`config.mk`:
```
export PLATFORM = sky130hd
export DESIGN_NAME = sdram_arb
export DESIGN_NICKNAME = d
export VERILOG_FILES = /design/src/rtl/sdram_arb_pkg.sv /design/src/rtl/sdram_arb_prio.sv /design/src/rtl/sdram_arb.sv
export SDC_FILE = /design/constraint.sdc
export NUM_CORES = 1
export LEC_CHECK = 0
export BUFFER_PORTS_ARGS = -buffer_cell sky130_fd_sc_hd__buf_2
export CAP_MARGIN = 20
export CORE_UTILIZATION = 46
export CTS_CLUSTER_SIZE = 14
export DETAILED_ROUTE_END_ITERATION = 10
export PLACE_DENSITY = 0.76
export SYNTH_ARGS = -nofsm -noshare
export SYNTH_HDL_FRONTEND = slang
export SYNTH_SLANG_ARGS = --single-unit
```
`constraint.sdc`:
```
create_clock -name clk -period 3.1 [get_ports clk]
set_input_delay 0.31 -clock clk [delete_from_list [all_inputs] [get_ports clk]]
set_output_delay 0.31 -clock clk [all_outputs]
set_load 0.05 [all_outputs]
```
`src/rtl/sdram_arb_pkg.sv`:
```
// rtl/sdram_arb_pkg.sv - shared types and constants for the SDRAM arbiter
package sdram_arb_pkg;

    typedef enum logic [2:0] {
        ST_IDLE,
        ST_ISSUE,
        ST_GUARD,
        ST_WAIT,
        ST_DONE
    } arb_state_e;

    typedef logic [1:0] client_t;

    localparam client_t CL_SPR = 2'd0;
    localparam client_t CL_FIX = 2'd1;
    localparam client_t CL_CPU = 2'd2;

    localparam int ADDR_W = 25;
    localparam int BUS_W  = 64;
    localparam int CPU_W  = 16;

endpackage

```
`src/rtl/sdram_arb_prio.sv`:
```
// rtl/sdram_arb_prio.sv - combinational winner selection with CPU starvation override
//
// Ports:
//   spr_req_i, fix_req_i, cpu_req_i : sampled client requests
//   starve_cnt_i                    : cycles the CPU has waited (saturating)
//   grant_o                         : at least one client is requesting
//   winner_o                        : selected client index
module sdram_arb_prio
    import sdram_arb_pkg::*;
#(
    parameter int STARVE_MAX = 64,
    parameter int CNT_W      = 7
) (
    input  logic             spr_req_i,
    input  logic             fix_req_i,
    input  logic             cpu_req_i,
    input  logic [CNT_W-1:0] starve_cnt_i,
    output logic             grant_o,
    output client_t          winner_o
);

    logic cpu_starved;

    always_comb begin
        cpu_starved = cpu_req_i && (starve_cnt_i == CNT_W'(STARVE_MAX));
        grant_o     = spr_req_i | fix_req_i | cpu_req_i;
        // Falls through to CPU when neither video client asks.
        winner_o    = CL_CPU;
        if (cpu_starved) begin
            winner_o = CL_CPU;
        end else if (spr_req_i) begin
            winner_o = CL_SPR;
        end else if (fix_req_i) begin
            winner_o = CL_FIX;
        end
    end

endmodule

```
`src/rtl/sdram_arb.sv`:
```
// rtl/sdram_arb.sv - three-client SDRAM request arbiter with starvation guard and timeout
//
// Ports:
//   clk, nRESET                         : clock, async active-low reset
//   spr_req/spr_addr -> spr_ack/spr_data: sprite client, 4-word burst read
//   fix_req/fix_addr -> fix_ack/fix_data: fix/ADPCM client, 4-word burst read
//   cpu_req/cpu_we/cpu_addr/cpu_din/cpu_wtbt -> cpu_ack/cpu_dout : CPU single word
//   sd_addr/sd_din/sd_wtbt/sd_rd/sd_we  : request side of SDRAM controller
//   sd_dout/sd_ready_first/sd_ready_fourth : response side of SDRAM controller
//   err                                 : sticky timeout flag
module sdram_arb
    import sdram_arb_pkg::*;
#(
    parameter int STARVE_MAX = 64,
    parameter int TIMEOUT    = 255
) (
    input  logic              clk,
    input  logic              nRESET,
    input  logic              spr_req,
    input  logic [ADDR_W-1:0] spr_addr,
    output logic              spr_ack,
    output logic [BUS_W-1:0]  spr_data,
    input  logic              fix_req,
    input  logic [ADDR_W-1:0] fix_addr,
    output logic              fix_ack,
    output logic [BUS_W-1:0]  fix_data,
    input  logic              cpu_req,
    input  logic              cpu_we,
    input  logic [ADDR_W-1:0] cpu_addr,
    input  logic [CPU_W-1:0]  cpu_din,
    input  logic [1:0]        cpu_wtbt,
    output logic              cpu_ack,
    output logic [CPU_W-1:0]  cpu_dout,
    output logic [ADDR_W-1:0] sd_addr,
    output logic [CPU_W-1:0]  sd_din,
    output logic [1:0]        sd_wtbt,
    output logic              sd_rd,
    output logic              sd_we,
    input  logic [BUS_W-1:0]  sd_dout,
    input  logic              sd_ready_first,
    input  logic              sd_ready_fourth,
    output logic              err
);

    localparam int CNT_W  = $clog2(STARVE_MAX + 1);
    localparam int WAIT_W = $clog2(TIMEOUT + 1);

    arb_state_e        state_q;
    client_t           client_q;
    logic              we_q;
    logic              guard_q;
    logic              start_q;
    logic [WAIT_W-1:0] wait_cnt_q;
    logic [CNT_W-1:0]  starve_cnt_q, starve_cnt_d;
    logic [ADDR_W-1:0] sd_addr_q;
    logic [CPU_W-1:0]  sd_din_q;
    logic [1:0]        sd_wtbt_q;
    logic              sd_rd_q, sd_we_q;
    logic              spr_ack_q, fix_ack_q, cpu_ack_q;
    logic [BUS_W-1:0]  spr_data_q, fix_data_q;
    logic [CPU_W-1:0]  cpu_dout_q;
    logic              err_q;

    logic              any_req;
    client_t           winner;
    logic              grant_go;
    logic              cpu_busy;
    logic              xfer_ready;
    logic [ADDR_W-1:0] win_addr;
    logic              win_we;
    logic [CPU_W-1:0]  win_din;
    logic [1:0]        win_wtbt;

    sdram_arb_prio #(
        .STARVE_MAX (STARVE_MAX),
        .CNT_W      (CNT_W)
    ) u_prio (
        .spr_req_i    (spr_req),
        .fix_req_i    (fix_req),
        .cpu_req_i    (cpu_req),
        .starve_cnt_i (starve_cnt_q),
        .grant_o      (any_req),
        .winner_o     (winner)
    );

    // start_q keeps the first edge after reset release grant-free.
    assign grant_go   = start_q && (state_q == ST_IDLE) && any_req;
    assign cpu_busy   = (state_q != ST_IDLE) && (client_q == CL_CPU);
    // Reads finish on the fourth word, writes on the first.
    assign xfer_ready = we_q ? sd_ready_first : sd_ready_fourth;

    // Read-only clients present a full-width read with no write data.
    always_comb begin
        win_addr = spr_addr;
        win_we   = 1'b0;
        win_din  = '0;
        win_wtbt = 2'b11;
        case (winner)
            CL_FIX: win_addr = fix_addr;
            CL_CPU: begin
                win_addr = cpu_addr;
                win_we   = cpu_we;
                win_din  = cpu_din;
                win_wtbt = cpu_wtbt;
            end
            default: ;
        endcase
    end

    always_comb begin
        starve_cnt_d = starve_cnt_q;
        if (grant_go && (winner == CL_CPU)) begin
            starve_cnt_d = '0;
        end else if (cpu_req && !cpu_busy && (starve_cnt_q != CNT_W'(STARVE_MAX))) begin
            starve_cnt_d = starve_cnt_q + 1'b1;
        end
    end

    always_ff @(posedge clk or negedge nRESET) begin
        if (!nRESET) begin
            state_q      <= ST_IDLE;
            client_q     <= CL_SPR;
            we_q         <= 1'b0;
            guard_q      <= 1'b0;
            start_q      <= 1'b0;
            wait_cnt_q   <= '0;
            starve_cnt_q <= '0;
            sd_addr_q    <= '0;
            sd_din_q     <= '0;
            sd_wtbt_q    <= '0;
            sd_rd_q      <= 1'b0;
            sd_we_q      <= 1'b0;
            spr_ack_q    <= 1'b0;
            fix_ack_q    <= 1'b0;
            cpu_ack_q    <= 1'b0;
            spr_data_q   <= '0;
            fix_data_q   <= '0;
            cpu_dout_q   <= '0;
            err_q        <= 1'b0;
        end else begin
            start_q      <= 1'b1;
            starve_cnt_q <= starve_cnt_d;
            spr_ack_q    <= 1'b0;
            fix_ack_q    <= 1'b0;
            cpu_ack_q    <= 1'b0;
            case (state_q)
                ST_IDLE: begin
                    if (grant_go) begin
                        client_q  <= winner;
                        we_q      <= win_we;
                        sd_addr_q <= win_addr;
                        sd_din_q  <= win_din;
                        sd_wtbt_q <= win_wtbt;
                        sd_rd_q   <= !win_we;
                        sd_we_q   <= win_we;
                        state_q   <= ST_ISSUE;
                    end
                end
                ST_ISSUE: begin
                    sd_rd_q <= 1'b0;
                    sd_we_q <= 1'b0;
                    guard_q <= 1'b0;
                    state_q <= ST_GUARD;
                end
                ST_GUARD: begin
                    // Ready is ignored here: the controller drops it one
                    // registered stage after seeing the request.
                    guard_q <= 1'b1;
                    if (guard_q) begin
                        wait_cnt_q <= '0;
                        state_q    <= ST_WAIT;
                    end
                end
                ST_WAIT: begin
                    if (xfer_ready || (wait_cnt_q == WAIT_W'(TIMEOUT))) begin
                        if (!xfer_ready) begin
                            err_q <= 1'b1;
                        end
                        case (client_q)
                            CL_SPR: begin
                                spr_ack_q  <= 1'b1;
                                spr_data_q <= sd_dout;
                            end
                            CL_FIX: begin
                                fix_ack_q  <= 1'b1;
                                fix_data_q <= sd_dout;
                            end
                            CL_CPU: begin
                                cpu_ack_q  <= 1'b1;
                                cpu_dout_q <= sd_dout[63:48];
                            end
                            default: ;
                        endcase
                        state_q <= ST_DONE;
                    end else begin
                        wait_cnt_q <= wait_cnt_q + 1'b1;
                    end
                end
                ST_DONE: state_q <= ST_IDLE;
                default: state_q <= ST_IDLE;
            endcase
        end
    end

    assign sd_addr  = sd_addr_q;
    assign sd_din   = sd_din_q;
    assign sd_wtbt  = sd_wtbt_q;
    assign sd_rd    = sd_rd_q;
    assign sd_we    = sd_we_q;
    assign spr_ack  = spr_ack_q;
    assign fix_ack  = fix_ack_q;
    assign cpu_ack  = cpu_ack_q;
    assign spr_data = spr_data_q;
    assign fix_data = fix_data_q;
    assign cpu_dout = cpu_dout_q;
    assign err      = err_q;

endmodule

```
==> results of run 1 <==
-- cell families (layout without fill, tap and decap cells) --
logic type                 after synthesis  count (layout)  synth area share
DFF                                    216             216             0.610
muxes                                  146             146             0.186
and+or+nand+nor                        114             114            0.0644
other                                    1               2          0.000423
adders and majority gates                5               5           0.00706
buffers and inverters                   50             422            0.0314
AOI/OAI and AO/OA                      139             139             0.101
-- what timing repair did --
| item | 4_1_cts | 5_1_grt |
|---|---|---|
| hold buffers | 1 | 0 |
| endpoints found under the setup margin | 0 | 0 |
| endpoints found under the hold margin | 90 | 0 |
-- registers in the layout, summed over array words and instances, names as in the netlist --
name,flops
fix_data,64
spr_data,64
sd_addr,25
cpu_dout,16
sd_din,16
wait_cnt_q,8
starve_cnt_q,7
state_q,3
client_q,2
sd_wtbt,2
cpu_ack,1
err,1
fix_ack,1
guard_q,1
sd_rd,1
sd_we,1
spr_ack,1
start_q,1
we_q,1
-- through the flow --
stage / hold slack [ns] / area, µm² / setup slack, ns
floorplan: 0.0144 / 8860 / 0.790
global placement: 0.438 / 10900 / 0.653
detailed placement: 0.438 / 10900 / 0.496
CTS: 0.00488 / 11600 / 0.472
global route: 0.0205 / 11600 / 0.237
finish: 0.0248 / 11600 / 0.532
-- cells in the final DEF (no fill, tap or decap), drive strengths merged, types with 2 or more instances in the layout --
cell	Yosys	final
nor4b	2	2
and3	4	4
o22a	2	2
nand3b	2	2
or4	3	3
nor3b	2	2
nor2	29	29
nand4	4	4
inv	11	11
nor2b	2	2
bufinv	0	2
dfrtp	216	216
nand3	13	13
mux2	145	145
o21a	6	6
clkinv	0	10
a22o	17	17
nor3	5	5
buf	18	368
and3b	2	2
o211ai	6	6
or3	3	3
clkbuf	21	27
a211o	2	2
clkinvlp	0	3
a21oi	34	34
o21ai	40	40
nand2	39	39
ha	5	5
a22oi	26	26
-- worst max-delay path: cells and delay by family (launching register included) --
kind	cells	cell delay, ns
adders and majority gates	2	0.97
and+or+nand+nor	4	0.61
DFF	1	0.41
AOI/OAI and AO/OA	3	0.39
buffers and inverters	1	0.08
-- cell type report --
type	instances	area (µm²)
Fill cell	1471	7150
Clock inverter	15	140
Antenna cell	1	2.50
Multi-Input combinational cell	405	3180
Inverter	11	41.3
Timing Repair Buffer	370	1960
Sequential cell	216	5410
Tap cell	234	293
Clock buffer	26	607
-- power by group through the flow --
stage | clock network (mW) | logic, mW | registers [mW]
global placement | 0 | 7.30 | 4.66
floorplan | 0 | 1.57 | 8.64
global route | 2.84 | 7.68 | 4.83
detailed placement | 0 | 7.40 | 4.71
CTS | 2.73 | 7.40 | 4.69
finish | 2.67 | 7.34 | 4.68
-- per-layer routing --
metal	vias to the layer above	global-route usage	part of all wire
met1	3260	0.280	0.38
met4	0	0.0812	0.028
met5	-	0	0
li1	3139	-	-
met2	293	0.418	0.52
met3	41	0.0533	0.072
-- worst paths after layout --
path                                     end             from  slack, ns
worst max-delay path             sd_addr[18]  starve_cnt_q[0]       0.53
worst min-delay path              sd_wtbt[0]      cpu_wtbt[0]       0.02
worst max register to register   sd_addr[18]  starve_cnt_q[0]       0.53
worst min register to register   sd_addr[17]      sd_addr[17]       0.47
max in group asynchronous       fix_data[28]           nRESET       1.81
min in group asynchronous       fix_data[39]           nRESET       0.44
==> reports/metrics.csv, run 1 <==
stage,metric,value,unit
outcome,status,"finished, final reports clean",
route,DRT iter0 DRCs,157,
sta,"Slew Viols, Final",0,
synthesis,Avg Inst Size Synth,13.2,µm²
grt,initial antenna violation count,1,
worst_hold_path,WHS Path Cells,2,
sta,unrepaired setup endpoints after global routing,no,
sta,post-route clock skew,0.0118,ns
clock_tree,Inserted Clock Buffers,23,
flow_run,max-cap viol count,0,
synthesis,Post-Syn Instances,671,
power_and_ir_drop,clock share of power,0.182,
cells_and_area,Layout Nets,1197,
route,via count,6733,
critical_path,"Max FO, Critical Path",25,
power_and_ir_drop,sw power,7.25,mW
sta,Tmin final,2.57,ns
cells_and_area,Layout area overhead,31.2,%
clock_tree,Worst-path clk slew,0.06,ns
route,post-route ant nets,0,
power_and_ir_drop,Comb pwr share,0.500,
power_and_ir_drop,Pwr Density,1260,nW/µm²
critical_path,CP startpoint kind,register,
floorplanning,row count,50,
critical_path,CP Cell Sequence,inv_1 -> ha_1 -> nor2b_1 -> nand4_1 -> and3b_1 -> ha_1 -> a22oi_1 -> nor2_1 -> a21oi_1 -> o21ai_0,
sta,Least-Margin Pin Slew,0.946,ns
clock_tree,"Setup Fix Bufs, Post-CTS",0,
floorplanning,IO Pins,358,
grt,largest net degree at the start of global routing,94,
clock_tree,Clock Tree Root,clkbuf_16,
clock_tree,H-tree lvl count,1,
cells_and_area,ratio of cells with drive above 1 in the final layout,0.490,
synthesis,Commonest cells post-synth,"dfrtp_1, mux2_2, mux2_1",
route,vias per inst,5.27,
synthesis,"count leader, synth",dfrtp_1,
synthesis,Async SR Flop Fraction,1.00,
critical_path,"Worst Path Class, Setup",reg2reg,
placed_design,GPL Wtd Cong,0.841,
sta,setup violators final,0,
floorplanning,Die Wd,141,µm
critical_path,CP arrival,2.97,ns
route,post-route DRC violation count,0,
power_and_ir_drop,Peak VDD IR,612,µV
sta,crit share post-route,0.829,
synthesis,Yosys top cell area share,0.610,
critical_path,CP Data Required Time,3.50,ns
sta,post-route setup TNS,0,ns
power_and_ir_drop,leakage,5.96,nW
floorplanning,Initial Util,0.472,
synthesis,Synth Register Bits,216,
critical_path,reg2reg path depth,10,
sta,"Hold Vio Cnt, Final",0,
floorplanning,core area,18800,µm²
clock_tree,TritonCTS sink count,216,
synthesis,Yosys cell types,47,
critical_path,Max stage delay on crit path,0.79,ns
power_and_ir_drop,Tot Pwr,14.7,mW
grt,GRT Overall Usage,0.235,
synthesis,leading area contributor after synthesis,dfrtp_1,
clock_tree,post-CTS sizing,0,
grt,first-pass GRT wire length,36.1,mm
power_and_ir_drop,internal cell power,7.44,mW
floorplanning,Die ar.,19800,µm²
critical_path,CP dominant cell by count,ha_1,
floorplanning,Die Span Y,141,µm
sta,relative slew slack,0.369,
placed_design,placed insts,1235,
worst_hold_path,worst min path class,in2reg,
route,Pre-Repair DR Iteration Count,4,
sta,fmax,389,MHz
power_and_ir_drop,Reg power frac,0.319,
cells_and_area,final core occ,0.619,
route,Total Wirelength,23.4,mm
route,WL/cell,18.3,µm
power_and_ir_drop,Sw Share,0.493,
synthesis,Area contributors post-synth,"dfrtp_1, mux2_2, mux2_1",
synthesis,Synth Flop Type,dfrtp_1,
critical_path,CP max stage cell,ha_1,
synthesis,number of synthesized flops with an enable pin,0,
synthesis,nets in the synthesized netlist,841,
grt,grt ovf,0,
cells_and_area,final non-filler cell total,1278,
synthesis,Synth Cell Area,8860,µm²
clock_tree,CTS max path bufs,3,
placed_design,count of input and output buffers,357,
clock_tree,CTS tree,yes,
grt,vias in the first global route,6649,
synthesis,yosys warns,0,
clock_tree,"Clk Latency, worst-skew pair",0.49,ns
placed_design,Final HPWL DP,17.5,mm
critical_path,CP Capture Type,register,
synthesis,post-synthesis sequential area ratio,0.610,
No activity file was read; power rests on OpenSTA's default activity.
==> run 2, diff against run 1 <==
==> constraint.sdc (replaced) <==
create_clock -name clk -period 2.65 [get_ports clk]
set_input_delay 0.265 -clock clk [delete_from_list [all_inputs] [get_ports clk]]
set_output_delay 0.265 -clock clk [all_outputs]
set_load 0.05 [all_outputs]
==> run 2 against run 1 <==
Net effect:
- worst setup slack lost 0.26 ns
- core utilization grew 2.5 points
- register-to-register slack lost 0.26 ns
- routed wire length grew 6.8%
- critical path depth shrank 4
- combinational power grew 18%
- clock skew grew 0.0064 ns
- global-route usage grew 1.5 points
- via count grew 3.2%
- non-clock buffer count grew 39
- hold slack lost 0.0052 ns
- first-iteration DRC count grew 62%
- largest power group unchanged
==> reports/metrics.csv, run 2 (synthesized netlist as in run 1, its figures left out) <==
stage,metric,value,unit
outcome,status,"finished, final reports clean",
critical_path,CP Data Required Time,3.01,ns
cells_and_area,area of the multi-input gates,3180,µm²
critical_path,"Worst Path Class, Setup",reg2reg,
placed_design,Final HPWL DP,17.5,mm
clock_tree,CTS max path bufs,3,
cells_and_area,final non-filler cell total,1320,
critical_path,"Max FO, Critical Path",65,
worst_hold_path,hold path start,sd_dout[25],
worst_hold_path,worst min path class,in2reg,
critical_path,reg-to-reg critical path endpoint,spr_data[31],
floorplanning,Die Span Y,141,µm
route,Pre-Repair DR Iteration Count,4,
cells_and_area,final core occ,0.645,
cells_and_area,ratio of cells with drive above 1 in the final layout,0.469,
worst_hold_path,hold path endpoint,spr_data[25],
sta,"Slew Viols, Final",0,
cells_and_area,filler cell count,1394,
sta,"Hold Vio Cnt, Final",0,
route,WL/cell,18.9,µm
grt,vias in the first global route,6928,
placed_design,pre-CTS WS,0.110,ns
grt,largest net degree at the start of global routing,71,
flow_run,max-cap viol count,0,
placed_design,placed insts,1234,
placed_design,GPL Wtd Cong,0.825,
floorplanning,Die ar.,19800,µm²
clock_tree,"Clk Latency, worst-skew pair",0.50,ns
critical_path,Max stage delay on crit path,0.40,ns
sta,unrepaired setup endpoints after global routing,no,
grt,initial antenna violation count,4,
worst_hold_path,WHS Path Cells,2,
floorplanning,row count,50,
cells_and_area,Layout Nets,1236,
grt,first-pass GRT wire length,38.3,mm
clock_tree,Worst-path clk slew,0.06,ns
clock_tree,"Setup Fix Bufs, Post-CTS",0,
clock_tree,Clock Tree Root,clkbuf_16,
critical_path,CP Cell Sequence,ha_1 -> nand4_2 -> o21ai_2 -> nor4b_4 -> buf_12 -> mux2_1,
cells_and_area,Layout area overhead,36.6,%
sta,post-route clock skew,0.0182,ns
sta,relative slew slack,0.544,
route,post-route ant nets,0,
route,vias per inst,5.27,
cells_and_area,"most common cell after layout, fill and taps aside",buf_2,
power_and_ir_drop,leakage,6.15,nW
critical_path,Critical Path Stages,6,
floorplanning,Initial Util,0.472,
clock_tree,TritonCTS sink count,216,
route,post-route DRC violation count,0,
route,via count,6950,
route,DRT iter0 DRCs,255,
sta,setup violators final,0,
critical_path,r2r setup slk,0.28,ns
critical_path,R2R Path Start,wait_cnt_q[0],
floorplanning,Die Wd,141,µm
critical_path,CP max stage cell,mux2_1,
grt,grt ovf,0,
cells_and_area,most frequent cells in the layout,"buf_2, dfrtp_1, mux2_2, mux2_1, dlygate4sd3_1",
clock_tree,H-tree lvl count,1,
critical_path,CP startpoint kind,register,
critical_path,WP buf/inv,1,
sta,crit share post-route,0.896,
floorplanning,core area,18800,µm²
clock_tree,CTS tree,yes,
sta,post-route setup TNS,0,ns
floorplanning,IO Pins,358,
sta,Least-Margin Pin Slew,0.681,ns
cells_and_area,Register Area,5410,µm²
power_and_ir_drop,Peak VDD IR,732,µV
critical_path,CP arrival,2.74,ns
critical_path,CP Capture Type,register,
power_and_ir_drop,Tot Pwr,17.6,mW
sta,final setup margin,0.275,ns
critical_path,reg2reg path depth,6,
clock_tree,Inserted Clock Buffers,23,
route,Total Wirelength,25.0,mm
critical_path,CP top delay family,simple AND/OR/NAND/NOR gates,
grt,GRT Overall Usage,0.249,
placed_design,count of input and output buffers,357,
sta,fmax,421,MHz
sta,Tmin final,2.37,ns
power_and_ir_drop,Pwr Density,1450,nW/µm²
-- run 2: cell types whose count changed in the layout (fill, tap and decap cells not counted) --
cell,before,now
dlygate4sd3_1,1,41
buf_12,5,6
bufinv_16,2,4
clkbuf_8,3,5
inv_6,0,1
buf_4,7,5
diode_2,1,4
ha_1,5,4
clkinv_2,8,2
clkinvlp_4,3,0
clkbuf_1,1,5
ha_2,0,1
-- run 2: worst max path at each step --
stage / from / end / slack [ns]
final: wait_cnt_q[0] / spr_data[31] / 0.28
after global routing: wait_cnt_q[0] / spr_data[31] / 0.08
after CTS: starve_cnt_q[0] / sd_addr[15] / 0.09
after detailed placement: starve_cnt_q[0] / sd_addr[6] / 0.11
after global placement: starve_cnt_q[0] / sd_addr[5] / 0.23
after floorplan: starve_cnt_q[0] / sd_wtbt[0] / 0.34
-- run 2: cell type report --
cell class,count,share of cell area
Tap cell,234,0.0242
Clock buffer,32,0.0537
Timing Repair Buffer,409,0.195
Sequential cell,216,0.447
Clock inverter,9,0.0129
Multi-Input combinational cell,405,0.263
Antenna cell,4,0.000827
Inverter,11,0.00341
-- run 2: worst reg2reg max path, delay by kind of cell (launching register included) --
| kind | cells | cell delay (ns) |
|---|---|---|
| AOI/OAI and AO/OA | 1 | 0.27 |
| adders and majority gates | 1 | 0.27 |
| buffers and inverters | 1 | 0.33 |
| DFF | 1 | 0.39 |
| muxes | 1 | 0.50 |
| and+or+nand+nor | 2 | 0.48 |
-- run 2: through the flow --
step                cell area, µm²  hold WS [ns]
floorplan                     8860       -0.0306
global placement             10900         0.266
detailed placement           10900         0.265
CTS                          12100      0.000975
global route                 12100        0.0147
finish                       12100        0.0196
-- run 2: report_power, final --
group / internal, mW / switching [mW]
Clock: 2.11 / 1.28
Sequential: 4.71 / 0.794
Combinational: 2.18 / 6.50
Total: 9.00 / 8.58
-- run 2: timing repair --
item	in CTS	in global routing
endpoints found under the hold margin	96	0
hold buffers	41	0
gates resized for setup	0	1
endpoints found under the setup margin	0	25
-- run 2: per-layer routing --
metal	up-vias	global-route usage	wire length (µm)
li1	3215	-	-
met1	3368	0.289	9390
met2	316	0.447	12900
met3	51	0.0543	1760
met4	0	0.104	873
met5	-	0	0
